## config.mk

```make
export PLATFORM = sky130hd
export DESIGN_NAME = wbu_stage
export DESIGN_NICKNAME = d
export VERILOG_FILES = /design/src/rtl/wbu_stage_pkg.sv /design/src/rtl/wbu_stage_load_align.sv /design/src/rtl/wbu_stage.sv
export SDC_FILE = /design/constraint.sdc
export NUM_CORES = 1
export LEC_CHECK = 0
export ABC_CLOCK_PERIOD_IN_PS = 2600
export BUFFER_PORTS_ARGS = -buffer_cell sky130_fd_sc_hd__buf_2
export CAP_MARGIN = 30
export CORE_ASPECT_RATIO = 0.8
export CORE_MARGIN = 8
export CORE_UTILIZATION = 50
export DETAILED_ROUTE_END_ITERATION = 6
export GPL_TIMING_DRIVEN = 0
export PLACE_DENSITY = 0.84
export REMOVE_ABC_BUFFERS = 1
export SETUP_SLACK_MARGIN = 0.5
export SKIP_CTS_REPAIR_TIMING = 1
export SYNTH_ARGS = -nofsm -noshare
export SYNTH_HDL_FRONTEND = slang
export SYNTH_SLANG_ARGS = --single-unit
```

## constraint.sdc

```tcl
create_clock -name clk -period 2.6 [get_ports clk]
set_input_delay 0.26 -clock clk [delete_from_list [all_inputs] [get_ports clk]]
set_output_delay 0.26 -clock clk [all_outputs]
set_load 0.05 [all_outputs]
```

## src/rtl/wbu_stage_pkg.sv

```systemverilog
// Shared write-back definitions: source-select and load-format encodings,
// FSM state type and core-wide defaults.
package wbu_stage_pkg;

  localparam int unsigned WBU_XLEN = 32;
  localparam logic [31:0] WBU_RESET_PC = 32'h8000_0000;

  localparam logic [1:0] REGS_ALU = 2'd0;
  localparam logic [1:0] REGS_MEM = 2'd1;
  localparam logic [1:0] REGS_PC4 = 2'd2;
  localparam logic [1:0] REGS_CSR = 2'd3;

  localparam logic [1:0] LD_BYTE = 2'd0;
  localparam logic [1:0] LD_HALF = 2'd1;
  localparam logic [1:0] LD_WORD = 2'd2;
  localparam logic [1:0] LD_RSVD = 2'd3;
  localparam int unsigned LD_UNSIGNED_BIT = 2;

  typedef enum logic [1:0] {
    ST_IDLE     = 2'd0,
    ST_WAIT_MEM = 2'd1,
    ST_COMMIT   = 2'd2
  } wbu_state_e;

  // Extend a byte or halfword lane to 32 bits, signed unless zext is set.
  function automatic logic [31:0] extend_lane(input logic [15:0] lane, input logic is_half,
                                              input logic zext);
    logic [31:0] value;
    if (is_half) begin
      value = {{16{lane[15] & ~zext}}, lane};
    end else begin
      value = {{24{lane[7] & ~zext}}, lane[7:0]};
    end
    return value;
  endfunction

endpackage

```

## src/rtl/wbu_stage_load_align.sv

```systemverilog
// Combinational load aligner: picks the byte/half lane addressed by off
// from a raw aligned word and sign- or zero-extends it.
module wbu_stage_load_align
  import wbu_stage_pkg::*;
(
  input  logic [31:0] word,
  input  logic [1:0]  off,
  input  logic [2:0]  fmt,
  output logic [31:0] value
);

  logic [7:0]  byte_lane_s;
  logic [15:0] half_lane_s;

  // Lane selection and extension by load size.
  always_comb begin
    byte_lane_s = 8'd0;
    half_lane_s = 16'd0;
    value       = word;
    case (off)
      2'd0:    byte_lane_s = word[7:0];
      2'd1:    byte_lane_s = word[15:8];
      2'd2:    byte_lane_s = word[23:16];
      default: byte_lane_s = word[31:24];
    endcase
    if (off[1]) begin
      half_lane_s = word[31:16];
    end else begin
      half_lane_s = word[15:0];
    end
    case (fmt[1:0])
      LD_BYTE: value = extend_lane({8'd0, byte_lane_s}, 1'b0, fmt[LD_UNSIGNED_BIT]);
      LD_HALF: value = extend_lane(half_lane_s, 1'b1, fmt[LD_UNSIGNED_BIT]);
      LD_WORD: value = word;
      default: value = word;
    endcase
  end

endmodule

```

## src/rtl/wbu_stage.sv

```systemverilog
// Registered, handshaked write-back stage: latches one retiring instruction,
// waits for load data when needed, then commits a GPR write and next PC.
module wbu_stage
  import wbu_stage_pkg::*;
#(
  parameter int unsigned     XLEN     = WBU_XLEN,
  parameter int unsigned     REG_AW   = 5,
  parameter logic [XLEN-1:0] RESET_PC = WBU_RESET_PC
) (
  input  logic              clk,
  input  logic              rst,
  input  logic              in_valid,
  output logic              in_ready,
  input  logic [XLEN-1:0]   in_pc,
  input  logic [XLEN-1:0]   in_dnpc,
  input  logic [XLEN-1:0]   in_result,
  input  logic [XLEN-1:0]   in_csr_data,
  input  logic [REG_AW-1:0] in_rd,
  input  logic [1:0]        in_regs,
  input  logic              in_regw,
  input  logic [2:0]        in_ldfmt,
  input  logic              mem_rvalid,
  input  logic [XLEN-1:0]   mem_rdata,
  output logic              gpr_wen,
  output logic [REG_AW-1:0] gpr_waddr,
  output logic [XLEN-1:0]   gpr_wdata,
  output logic              commit_valid,
  output logic [XLEN-1:0]   commit_pc,
  output logic [XLEN-1:0]   commit_dnpc,
  output logic [63:0]       retire_cnt
);

  wbu_state_e        state_r, state_nxt_s;
  logic [XLEN-1:0]   pc_r, dnpc_r, result_r, csr_r, rdata_r;
  logic [REG_AW-1:0] rd_r, rd_nxt_s;
  logic [1:0]        regs_r;
  logic              regw_r, regw_nxt_s;
  logic [2:0]        ldfmt_r;
  logic [XLEN-1:0]   dnpc_nxt_s, align_s, wdata_s;
  logic              accept_s, commit_enter_s;
  logic              commit_valid_r, gpr_wen_r;
  logic [XLEN-1:0]   commit_dnpc_r;
  logic [63:0]       retire_cnt_r;

  assign in_ready       = (state_r != ST_WAIT_MEM);
  assign accept_s       = in_valid && in_ready;
  assign commit_enter_s = (state_nxt_s == ST_COMMIT);

  // Next-state logic; COMMIT can chain straight into a new instruction.
  always_comb begin
    state_nxt_s = ST_IDLE;
    case (state_r)
      ST_IDLE, ST_COMMIT: begin
        if (accept_s) begin
          if (in_regs == REGS_MEM) begin
            state_nxt_s = ST_WAIT_MEM;
          end else begin
            state_nxt_s = ST_COMMIT;
          end
        end else begin
          state_nxt_s = ST_IDLE;
        end
      end
      ST_WAIT_MEM: begin
        if (mem_rvalid) begin
          state_nxt_s = ST_COMMIT;
        end else begin
          state_nxt_s = ST_WAIT_MEM;
        end
      end
      default: state_nxt_s = ST_IDLE;
    endcase
  end

  // Fields of the instruction about to commit, so commit outputs can be registered.
  always_comb begin
    regw_nxt_s = regw_r;
    rd_nxt_s   = rd_r;
    dnpc_nxt_s = dnpc_r;
    if (accept_s) begin
      regw_nxt_s = in_regw;
      rd_nxt_s   = in_rd;
      dnpc_nxt_s = in_dnpc;
    end else begin
      regw_nxt_s = regw_r;
      rd_nxt_s   = rd_r;
      dnpc_nxt_s = dnpc_r;
    end
  end

  wbu_stage_load_align u_load_align (
    .word  (rdata_r),
    .off   (result_r[1:0]),
    .fmt   (ldfmt_r),
    .value (align_s)
  );

  // Write-data source select on the latched fields.
  always_comb begin
    wdata_s = result_r;
    case (regs_r)
      REGS_ALU: wdata_s = result_r;
      REGS_MEM: wdata_s = align_s;
      REGS_PC4: wdata_s = pc_r + XLEN'(3'd4);
      REGS_CSR: wdata_s = csr_r;
      default:  wdata_s = result_r;
    endcase
  end

  // State register and instruction latch; load data only captured in WAIT_MEM.
  always_ff @(posedge clk) begin
    if (rst) begin
      state_r  <= ST_IDLE;
      pc_r     <= {XLEN{1'b0}};
      dnpc_r   <= {XLEN{1'b0}};
      result_r <= {XLEN{1'b0}};
      csr_r    <= {XLEN{1'b0}};
      rdata_r  <= {XLEN{1'b0}};
      rd_r     <= {REG_AW{1'b0}};
      regs_r   <= REGS_ALU;
      regw_r   <= 1'b0;
      ldfmt_r  <= 3'd0;
    end else begin
      state_r <= state_nxt_s;
      if (accept_s) begin
        pc_r     <= in_pc;
        dnpc_r   <= in_dnpc;
        result_r <= in_result;
        csr_r    <= in_csr_data;
        rd_r     <= in_rd;
        regs_r   <= in_regs;
        regw_r   <= in_regw;
        ldfmt_r  <= in_ldfmt;
      end
      if ((state_r == ST_WAIT_MEM) && mem_rvalid) begin
        rdata_r <= mem_rdata;
      end
    end
  end

  // Commit strobes, next-PC and retire counter, loaded on entry to COMMIT.
  always_ff @(posedge clk) begin
    if (rst) begin
      commit_valid_r <= 1'b0;
      gpr_wen_r      <= 1'b0;
      commit_dnpc_r  <= RESET_PC;
      retire_cnt_r   <= 64'd0;
    end else begin
      commit_valid_r <= commit_enter_s;
      gpr_wen_r      <= commit_enter_s && regw_nxt_s && (rd_nxt_s != {REG_AW{1'b0}});
      if (commit_enter_s) begin
        commit_dnpc_r <= dnpc_nxt_s;
        retire_cnt_r  <= retire_cnt_r + 64'd1;
      end
    end
  end

  assign commit_valid = commit_valid_r;
  assign gpr_wen      = gpr_wen_r;
  assign gpr_waddr    = rd_r;
  assign gpr_wdata    = wdata_s;
  assign commit_pc    = pc_r;
  assign commit_dnpc  = commit_dnpc_r;
  assign retire_cnt   = retire_cnt_r;

endmodule

```

Word-level counts from Yosys, hierarchy flattened
Index checks and enable logic that the tools add are counted.
Storage, ports and cells
  register bits after elaboration: 271
  bits in latches: 0
  RAM bits: 0
  bits in read-only memories: 0
  input port bits: 175
  output and inout bits: 168
  memories kept: 0
Operators by class
  $add $sub $neg: 2
  multipliers: 0
  divide/modulo/power cells: 0
  $lt $le $gt $ge: 0
  equal/unequal tests: 11
  shift operators: 0
  multiplexer cells: 11
  bitwise operators: 3
  reduce and logical (&&, ||, !) cells: 10
Operator list (count)
  32-bit one-hot mux with 4 select lines: 1
  64-bit by 1-bit adder with 64-bit output (second input constant): 1
  32-bit one-hot mux with 2 select lines: 1
  32-bit by 3-bit adder with 32-bit output (second input constant): 1
  32-bit 2-to-1 mux: 1
  8-bit one-hot mux with 3 select lines: 1
  16-bit 2-to-1 mux: 1
  2-bit by 1-bit == test with 1-bit output (second input constant): 5
  2-bit == test (second input constant): 5
  2-bit logical NOT: 4
  2-bit 2-to-1 mux: 3
  5-bit 2-to-1 mux: 1
  5-bit nonzero test: 1
  1-bit logical AND: 4
  2-bit one-hot mux with 2 select lines: 1
  1-bit AND: 2
  2-bit by 1-bit inequality test with 1-bit output (second input constant): 1
  2-bit OR reduction: 1
  1-bit 2-to-1 mux: 1
  1-bit inverter: 1

Depth between registers and ports, before layout
Gate-level depths: netlist of the first run.
  depth after elaboration: 7
  mapped depth: 8
  depth with buffers taken out: 6

By module
A second synthesis of the first run with hierarchy kept.
Second synthesis, totals
  cells, all modules: 1474
  area total of the unflattened synthesis: 12369.4 µm²
Modules (own cells, without submodules)
  wbu_stage: instances 1, cells each 1359, area an instance 11523.6 µm², seq. area each 5425.2 µm²
  wbu_stage_load_align: instances 1, cells each 115, area an instance 845.8 µm², seq. area each 0.0 µm²

Worst setup path before layout of the first run
OpenSTA, ideal clock, no wires.
  kind: register to output
  start: reg pc_r[2], in the netlist commit_pc[2]
  end: out gpr_wdata[30]
  data arrival time: 3022 ps
  required time: 2340 ps
  slack: -682 ps
  stages on the path, launching flop included: 7
  buffers on the path: 1
  cell sequence: dfxtp_1 ha_1 clkbuf_1 nand3_1 nor3_1 xnor2_1 a211oi_1
On the way
  cells in the longest elaborated chain, start to end: 2
RTL lines
  start, declared: RTL line wbu_stage.sv:34  | logic [XLEN-1:0] pc_r, dnpc_r, result_r, csr_r, rdata_r;
  start signal, assigned: RTL line wbu_stage.sv:114  | pc_r <= {XLEN{1'b0}};
  start signal, assigned: RTL line wbu_stage.sv:126  | pc_r <= in_pc;
  32-bit by 3-bit adder with 32-bit output: RTL line wbu_stage.sv:104  | REGS_PC4: wdata_s = pc_r + XLEN'(3'd4);
  32-bit one-hot mux with 4 select lines: RTL line wbu_stage.sv:101  | case (regs_r)
  end, declared: RTL line wbu_stage.sv:26  | output logic [XLEN-1:0] gpr_wdata,
No other way between the ends.

Final worst setup path of the first run
  start: reg pc_r[15], in the netlist commit_pc[15]
  end: out gpr_wdata[31]
Same word-level chain as after synthesis.

==> results of run 1 <==
==> where the power goes <==
group / leakage, nW / total, W / switching (W) / internal (W)
Clock: 0.428 / 0.00399 / 0.00173 / 0.00227
Sequential: 2.25 / 0.00449 / 0.000165 / 0.00433
Combinational: 4.79 / 0.00201 / 0.00127 / 0.000739
==> sequential cells by signal (all words and copies together) (netlist names), 5 cells and up <==
register and count:
dnpc_r 32, commit_dnpc 32, rdata_r 32, csr_r 32, result_r 32, gpr_waddr 5
retire_cnt 64, commit_pc 32
==> cell type report <==
| class | instances | area (sq um) |
|---|---|---|
| Antenna cell | 7 | 17.52 |
| Clock buffer | 40 | 775.7 |
| Clock inverter | 8 | 107.6 |
| Fill cell | 1492 | 5751 |
| Inverter | 27 | 105.1 |
| Multi-Input combinational cell | 1117 | 6965 |
| Sequential cell | 271 | 5552 |
| Tap cell | 318 | 397.9 |
| Timing Repair Buffer | 592 | 4449 |
==> through the flow <==
stage	utilization (%)	setup TNS [ns]	total power, W	setup WS (ns)	cell area [sq um]
2_1_floorplan	-	-379.52	0.005546	-3.285	11710
3_3_place_gp	57.28	-819.12	0.006093	-5.837	13820
3_5_place_dp	58.59	-31.87	0.006118	-0.7955	14130
4_1_cts	62.25	-50.16	0.01002	-1.225	15020
5_1_grt	76.15	-3.720	0.01081	-0.1987	18370
6_report	76.16	-1.858	0.01050	-0.1277	18370
==> cell families (layout without fill, tap and decap cells) <==
family	after synthesis	after routing	synth area share (%)
simple gates	653	655	24.56
compound gates	365	366	18.01
flops	271	271	44.70
buf+inv	137	667	4.381
mux	48	48	4.825
xor+xnor	46	46	3.320
fa+ha+maj	2	2	0.2062
other cells	0	7	0
==> critical path, cell delays in order, from the launching register on <==
cell and delay, ns:
dfxtp_4 0.39, and4_4 0.30, nand4_1 0.24, buf_6 0.24, nor4_4 0.30, xnor2_1 0.09, o21ai_1 0.17, buf_6 0.19
==> per-layer routing <==
| metal | up-vias | part of all wire, % |
|---|---|---|
| met5 | - | 0.015 |
| li1 | 6414 | - |
| met3 | 262 | 12 |
| met1 | 6821 | 36 |
| met4 | 2 | 4.9 |
| met2 | 1115 | 47 |
==> placed cells by master (no fill, tap or decap), types with 22 or more instances in the layout <==
cell	synthesis	routed
o21ai_0	32	26
inv_1	26	26
xor2_1	23	22
a211oi_1	38	32
nor2_1	118	109
dfxtp_1	271	224
dlygate4sd3_1	0	152
xnor2_1	23	22
clkbuf_16	0	32
nand2_1	340	334
mux2i_1	36	34
dfxtp_4	0	27
nand3_1	31	25
buf_4	0	75
buf_6	1	31
a21oi_1	201	186
nand4_1	39	39
buf_2	8	315
==> synthesized netlist by cell type (5+ instances only) <==
cell / n
nand4_1: 39
a21oi_1: 201
a221o_1: 7
o22ai_1: 17
nand2_1: 340
and2_1: 7
o21ai_0: 32
and3_1: 6
mux2i_1: 36
a2bb2oi_1: 5
buf_1: 12
a211oi_1: 38
nor2_1: 118
xor2_1: 23
o31ai_1: 27
nor3_1: 22
or3_1: 14
or2_2: 6
mux4_2: 8
and4_1: 10
nand3_1: 31
nor2b_1: 8
inv_1: 26
a22oi_1: 5
nor4_1: 9
xnor2_1: 23
dfxtp_1: 271
clkbuf_1: 89
or4_1: 29
nand2b_1: 5
buf_2: 8
==> how the worst max path moves through the flow <==
stage / startpoint / cells past startpoint / slack (ns) / end
after global routing: commit_pc[15]$_SDFFE_PP0N_ / 7 / -0.20 / gpr_wdata[31]
final: commit_pc[15]$_SDFFE_PP0N_ / 7 / -0.13 / gpr_wdata[31]
after global placement: mem_rvalid / 6 / -5.84 / retire_cnt[51]$_SDFFE_PP0P_
after CTS: regs_r[0]$_SDFFE_PP0N_ / 5 / -1.23 / gpr_wdata[19]
after detailed placement: mem_rvalid / 8 / -0.80 / retire_cnt[59]$_SDFFE_PP0P_
after floorplan: state_r[0]$_SDFF_PP0_ / 5 / -3.28 / retire_cnt[37]$_SDFFE_PP0P_
==> out/qor.yml, run 1 <==
critical_path:
  ff2ff_path_depth: 8
  rrSetupSlack_ns: 0.34
  path_max_fanout: 5
  r2r-start: "retire_cnt[18]$_SDFFE_PP0P_"
  worst-setup-path-type: "flop to output pin"
  r2r_end: "retire_cnt[46]$_SDFFE_PP0P_"
  worstPathArrival_ns: 2.47
  required_ns: 2.34
  endpoint_kind: "output pin"
  start_kind: "flop"
sta:
  whs_ns: -0.01359
  hold_violations: 9
  fin_skew_ns: 0.02549
  fin_crit_sh_pct: 104.9
  rsz0062_at_grt: "yes"
  drv_slew: 0
  worst_pin_slew_ns: 1.111
  worst_slack_ns: -0.1277
  slew_headroom_pct: 25.92
  setup_violations: 25
  final.min_clock_period_ns: 2.728
  timing.fmax_mhz: 366.6
global_routing:
  grt_pass1_wl_microns: 62210
  grt_max_degree: 162
  global_route.usage.met3_pct: 10.02
  antenna_found_initial: 6
  met2_usage_pct: 40.66
  gr-max-usage-layer: "met2"
  grt_use_total_pct: 25.50
  grt_pass1_vias: 11710
  use_met1_pct: 31.49
  grt-ovfl-total: 0
die:
  die_w_microns: 190.2
  floorplan.initialDensity_pct: 50.32
  num_io_pins: 343
  die-area_sq_mm: 0.02955
  coreArea_sq_mm: 0.02412
  row_count: 51
  die_y_microns: 155.4
power:
  p_per_area_mw_per_mm2: 571.4
  irDropWorstVdd_v: 0.0006953
  p_leak_nw: 7.463
placement:
  placedCellCount: 2083
  numPortBuffers: 342
  dp_hpwl_microns: 28520
  gp_congestion: 0.8732
worst_hold_path:
  hold_end: "dnpc_r[26]$_SDFF_PP0_"
  hold_path.class: "input pin to flop"
  min_path_cells: 3
  min_from: "in_dnpc[26]"
run:
  maxCapViolCount: 0
route:
  wl_per_cell_microns: 22.70
  drt_wl_total_microns: 54020
  firstDrtPassIters: 6
  drc: 0
  via_per_inst: 6.140
  drt.antenna.violating_nets: 0
  vias: 14610
  drtIter0Drc: 1632
yosys:
  synthCells: 1522
  synthFlopType: "dfxtp_1"
  yosysTopAreaCellShare_pct: 44.70
  synth_edf_count: 0
  synth.distinct_cells: 63
  yosysSeqAreaShare_pct: 44.70
  ys_ff_latch: 271
  ys_top_cells_by_area: "dfxtp_1, nand2_1, a21oi_1, nor2_1, mux2i_1"
  netlist_area_sq_mm: 0.01214
  postSynth.asyncResetShare_pct: 0
  synth.avg_cell_area_sq_um: 7.974
  yosys_warnings: 0
  yosys.area.top_type: "dfxtp_1"
cts:
  cts_root_buffer: "clkbuf_16"
  cts_buffer_depth: 3
  clkTransAtPathRegs_ns: 0.06
  cts_buffers: 28
  clock_latency_ns: 0.56
  clock_sinks: 271
  cts_tree: "yes"
  ctsHtreeMaxLevel: 1
finish:
  nNetsFinal: 2214
  synthToLayoutAreaGrowth_pct: 51.36
  drive_above_1_share_pct: 32.70
  layout.cells.non_filler: 2380
outcome:
  status: "complete, but fails checks"
  violations: "negative hold slack, negative setup slack"
Power figures use the tool's default switching activity.
==> inputs of run 2 (changes only) <==
==> constraint.sdc (replaced) <==
create_clock -name clk -period 2.6 [get_ports clk]
set_input_delay 0.52 -clock clk [delete_from_list [all_inputs] [get_ports clk]]
set_output_delay 0.52 -clock clk [all_outputs]
set_load 0.05 [all_outputs]
==> run 2 against run 1 <==
  * The flow finishes with violations (negative setup slack)
  * Clock-buffer cell count did not move
  * First-iteration DRC count fell by 26%
  * Total power fell by 3.2%
  * Sequential share of layout area rose by 2.8 points
  * Worst setup slack got worse by 0.24 ns
  * Routed wire length fell by 15%
  * Final cell count fell by 6.7%
  * Critical path type unchanged
  * Critical endpoint is now gpr_wdata[21]
  * Largest power group unchanged
==> out/qor.yml, run 2 (synthesis results as in run 1) <==
global_routing:
  grt-ovfl-total: 0
  antenna_found_initial: 11
  grt_pass1_wl_microns: 62210
  grt_max_degree: 162
  grt_pass1_vias: 11710
  grt_use_total_pct: 25.50
sta:
  setup_violations: 32
  fin_skew_ns: 0.02696
  hold_violations: 0
  setup_tns_ns: -8.676
  rsz0062_at_grt: "yes"
  drv_slew: 0
  fin_crit_sh_pct: 114.1
  worst_slack_ns: -0.3666
  timing.fmax_mhz: 337.1
  worst_pin_slew_ns: 1.054
  final.min_clock_period_ns: 2.967
  slew_headroom_pct: 29.73
  whs_ns: 0.1961
power:
  irDropWorstVdd_v: 0.0007656
  p_leak_nw: 6.828
  p_per_area_mw_per_mm2: 604.2
die:
  coreArea_sq_mm: 0.02412
  row_count: 51
  floorplan.initialDensity_pct: 50.32
  die-area_sq_mm: 0.02955
  die_y_microns: 155.4
  die_w_microns: 190.2
  num_io_pins: 343
placement:
  place_area_sq_mm: 0.01413
  numPortBuffers: 342
  placedCellCount: 2083
  dp_hpwl_microns: 28520
  dp_slack_ns: -1.056
  gp_congestion: 0.8732
route:
  wl_per_cell_microns: 20.65
  firstDrtPassIters: 6
  drt.antenna.violating_nets: 0
  drt_wl_total_microns: 45870
  vias: 13300
  via_per_inst: 5.989
  drc: 0
  drtIter0Drc: 1201
cts:
  cts_tree: "yes"
  cts_root_buffer: "clkbuf_16"
  cts_buffer_depth: 3
  ctsHtreeMaxLevel: 1
  cts_buffers: 28
  clock_sinks: 271
  clkTransAtPathRegs_ns: 0.07
  clock_latency_ns: 0.56
critical_path:
  worstPathArrival_ns: 2.45
  start_kind: "flop"
  endpoint_kind: "output pin"
  r2r-start: "retire_cnt[16]$_SDFFE_PP0P_"
  worst-setup-path-type: "flop to output pin"
  path_max_fanout: 7
  rrSetupSlack_ns: 0.42
  ff2ff_path_depth: 8
  r2r_end: "retire_cnt[41]$_SDFFE_PP0P_"
  required_ns: 2.08
worst_hold_path:
  hold_path.class: "input pin to flop"
  min_from: "mem_rdata[22]"
  hold_end: "rdata_r[22]$_SDFFE_PP0P_"
  min_path_cells: 3
finish:
  drive_above_1_share_pct: 35.30
  layout.cells.non_filler: 2221
  multi_input_area_sq_mm: 0.006977
  nFillCells: 1776
  stdcell_area_sq_mm: 0.01682
  nNetsFinal: 2057
  final-seq-area_sq_mm: 0.005557
  synthToLayoutAreaGrowth_pct: 38.62
  layout_commonest_cell: "nand2_1"
  largest_reg_flops: 64
  layout_common_cells: "nand2_1, buf_2, dfxtp_1"
run:
  maxCapViolCount: 0
outcome:
  status: "complete, but fails checks"
  violations: "negative setup slack"
==> run 2: per-stage QoR <==
| stage | power, W | utilization (%) |
|---|---|---|
| after floorplan | 0.005546 | - |
| after global placement | 0.006093 | 57.28 |
| after detailed placement | 0.006118 | 58.59 |
| after CTS | 0.01002 | 62.25 |
| after global routing | 0.01051 | 69.74 |
| final | 0.01017 | 69.75 |
==> run 2: how the worst max path moves through the flow <==
stage,startpoint,to,cells after the start
floorplan,in_regs[0],retire_cnt[37]$_SDFFE_PP0P_,5
global placement,mem_rvalid,retire_cnt[51]$_SDFFE_PP0P_,6
detailed placement,mem_rvalid,retire_cnt[59]$_SDFFE_PP0P_,8
CTS,regs_r[0]$_SDFFE_PP0N_,gpr_wdata[19],5
global route,result_r[1]$_SDFFE_PP0N_,gpr_wdata[21],6
finish,result_r[1]$_SDFFE_PP0N_,gpr_wdata[21],6
==> run 2: cell type report <==
type	instances	area share, %
inverters	27	0.6247
clock buffers	40	4.611
diodes	5	0.07437
well taps	318	2.365
flip-flops and latches	271	33.03
clock inverters	8	0.6396
repair buffers	435	17.19
multi-input cells	1117	41.47
==> run 2: worst max-delay path: stages, from the launching register on <==
cell and delay, ns:
dfxtp_4 0.41, mux2_4 0.34, mux2i_4 0.25, nor3_4 0.09
a21o_1 0.18, mux4_2 0.47, buf_6 0.17
==> run 2: where the power goes <==
group          internal, W  leakage, nW  switching (W)
clock network      0.00227        0.428        0.00168
logic             0.000587         4.15        0.00115
registers          0.00433         2.25       0.000147
total              0.00718         6.83        0.00299
==> run 2: layer usage <==
metal	track usage (%)	share of wire (%)	routed length (microns)	up-vias
li1	-	-	-	6097
met1	31.49	38	17490	6253
met2	40.66	46	21230	796
met3	10.02	12	5489	141
met4	7.412	3.4	1557	14
met5	0	0.22	100	-
==> inputs of run 3 (changes only) <==
--- a/config.mk
+++ b/config.mk
@@ -10,10 +10,11 @@
 export CAP_MARGIN = 30
 export CORE_ASPECT_RATIO = 0.8
 export CORE_MARGIN = 8
-export CORE_UTILIZATION = 50
+export CORE_UTILIZATION = 30
 export DETAILED_ROUTE_END_ITERATION = 6
 export GPL_TIMING_DRIVEN = 0
-export PLACE_DENSITY = 0.84
+export HOLD_SLACK_MARGIN = 0.05
+export PLACE_DENSITY = 0.58
 export REMOVE_ABC_BUFFERS = 1
 export SETUP_SLACK_MARGIN = 0.5
 export SKIP_CTS_REPAIR_TIMING = 1
==> run 3 against run 2 <==
  * The run still ends with negative setup slack left
  * Worst hold slack got worse by 0.029 ns
  * Critical path type unchanged
  * Total power rose by 4.8%
  * Critical endpoint is now gpr_wdata[13]
  * Clock skew fell by 0.019 ns
  * Highest routed layer unchanged
  * Largest power group unchanged
==> out/qor.yml, run 3 (synthesis results as in run 1) <==
die:
  row_count: 66
  die_y_microns: 195.9
  die_w_microns: 240.9
  num_io_pins: 343
  floorplan.initialDensity_pct: 30.12
  coreArea_sq_mm: 0.04030
  die-area_sq_mm: 0.04719
cts:
  clock_latency_ns: 0.58
  clkTransAtPathRegs_ns: 0.06
  ctsHtreeMaxLevel: 1
  cts_tree: "yes"
  cts_buffer_depth: 3
  cts_buffers: 31
  cts_root_buffer: "clkbuf_16"
  clock_sinks: 271
global_routing:
  use_met1_pct: 22.98
  grt-ovfl-total: 0
  global_route.usage.met3_pct: 5.890
  grt_pass1_vias: 11760
  grt_pass1_wl_microns: 66740
  gr-max-usage-layer: "met2"
  grt_max_degree: 124
  antenna_found_initial: 11
  grt_use_total_pct: 17.55
  met2_usage_pct: 27.41
outcome:
  violations: "negative setup slack"
  status: "complete, but fails checks"
sta:
  fin_skew_ns: 0.007939
  drv_slew: 0
  slew_headroom_pct: 42.32
  fin_crit_sh_pct: 117.7
  rsz0062_at_grt: "yes"
  final.min_clock_period_ns: 3.061
  hold_violations: 0
  worst_pin_slew_ns: 0.8632
  worst_slack_ns: -0.4606
  timing.fmax_mhz: 326.7
  setup_violations: 32
route:
  drc: 0
  drt_wl_total_microns: 47240
  firstDrtPassIters: 5
  drtIter0Drc: 991
  via_per_inst: 5.155
  vias: 12630
  drt.antenna.violating_nets: 0
  wl_per_cell_microns: 19.28
critical_path:
  cp.depth: 6
  path_max_fanout: 7
  path_buf_inv: 1
  endpoint_kind: "output pin"
  start_kind: "flop"
  path_cells: "mux4_2, a21oi_4, nand2_1, a32oi_2, o21ai_2, buf_6"
  rrSetupSlack_ns: 0.57
  crit_family: "compound AO/OA/AOI/OAI gates"
  cp_slowest_stage_delay_ns: 0.58
  required_ns: 2.08
  worstPathArrival_ns: 2.54
  worst-setup-path-type: "flop to output pin"
  ff2ff_path_depth: 7
  slowest_stage: "mux4_2"
finish:
  layout_commonest_cell: "nand2_1"
  drive_above_1_share_pct: 33.39
  synthToLayoutAreaGrowth_pct: 40.13
  largest_reg_flops: 64
  nNetsFinal: 2054
  postLayoutCoreUtil_pct: 42.20
  layout_common_cells: "nand2_1, buf_2, dfxtp_1"
  layout.cells.non_filler: 2450
  stdcell_area_sq_mm: 0.01701
power:
  p_leak_nw: 6.851
  irDropWorstVdd_v: 0.0004950
  p_sw_share_pct: 29.57
  combPwrFrac_pct: 16.5
  p_int_w: 0.007506
  p_per_area_mw_per_mm2: 626.7
  p_sw_w: 0.003152
  sequentialPowerShare_pct: 42.1
  clockPowerShare_pct: 41.5
placement:
  gp_congestion: 0.8706
  placedCellCount: 2312
  dp_slack_ns: -1.437
  numPortBuffers: 342
  dp_hpwl_microns: 31520
  place_area_sq_mm: 0.01443
worst_hold_path:
  hold_path.class: "input pin to flop"
  min_path_cells: 3
run:
  maxCapViolCount: 0
## run 3: final timing paths
kind / startpoint / to
worst min register to register: csr_r[9]$_SDFFE_PP0N_ / csr_r[9]$_SDFFE_PP0N_
worst max-delay path: result_r[0]$_SDFFE_PP0N_ / gpr_wdata[13]
worst min-delay path: in_pc[20] / commit_pc[20]$_SDFFE_PP0N_
worst max register to register: state_r[0]$_SDFF_PP0_ / retire_cnt[58]$_SDFFE_PP0P_
## run 3: cell type report
| cell class | count | area [sq um] |
|---|---|---|
| inverter | 27 | 105.1 |
| clock buffer | 46 | 892.1 |
| tap | 544 | 680.7 |
| fill | 4154 | 23290 |
| clock inverter | 12 | 138.9 |
| timing repair buffer | 426 | 2798 |
| sequential | 271 | 5549 |
| antenna | 4 | 10.01 |
| multi-input combinational | 1120 | 6834 |
## run 3: worst register-to-register path, cell delays in order, from the launching register on
cell,delay (ns)
dfxtp_1,0.35
nand2b_4,0.20
o21ai_4,0.21
buf_4,0.14
buf_4,0.21
nand3_4,0.16
or4_1,0.53
a21oi_1,0.15
## run 3: routing by layer
| layer | share of wire, % | vias to the layer above |
|---|---|---|
| met5 | 0.14 | - |
| met4 | 1.9 | 10 |
| met3 | 10 | 72 |
| met2 | 45 | 482 |
| met1 | 42 | 5976 |
| li1 | - | 6090 |
## run 3: metrics by stage
step           power (W)  hold WS, ns  TNS, ns
2_1_floorplan   0.005546       0.4267  -396.90
3_3_place_gp    0.006149       0.4393  -999.91
3_5_place_dp    0.006158       0.4433   -31.55
4_1_cts          0.01064       0.1304   -45.75
5_1_grt          0.01112       0.1444   -11.92
6_report         0.01066       0.1671   -9.408
## run 3: power by group through the flow
| stage | clock network [W] | registers (W) | logic, W |
|---|---|---|---|
| 6_report | 0.00442 | 0.00448 | 0.00175 |
| 5_1_grt | 0.00473 | 0.00451 | 0.00188 |
| 4_1_cts | 0.00457 | 0.00450 | 0.00157 |
| 3_5_place_dp | 0 | 0.00459 | 0.00157 |
| 3_3_place_gp | 0 | 0.00461 | 0.00154 |
| 2_1_floorplan | 0 | 0.00485 | 0.000700 |
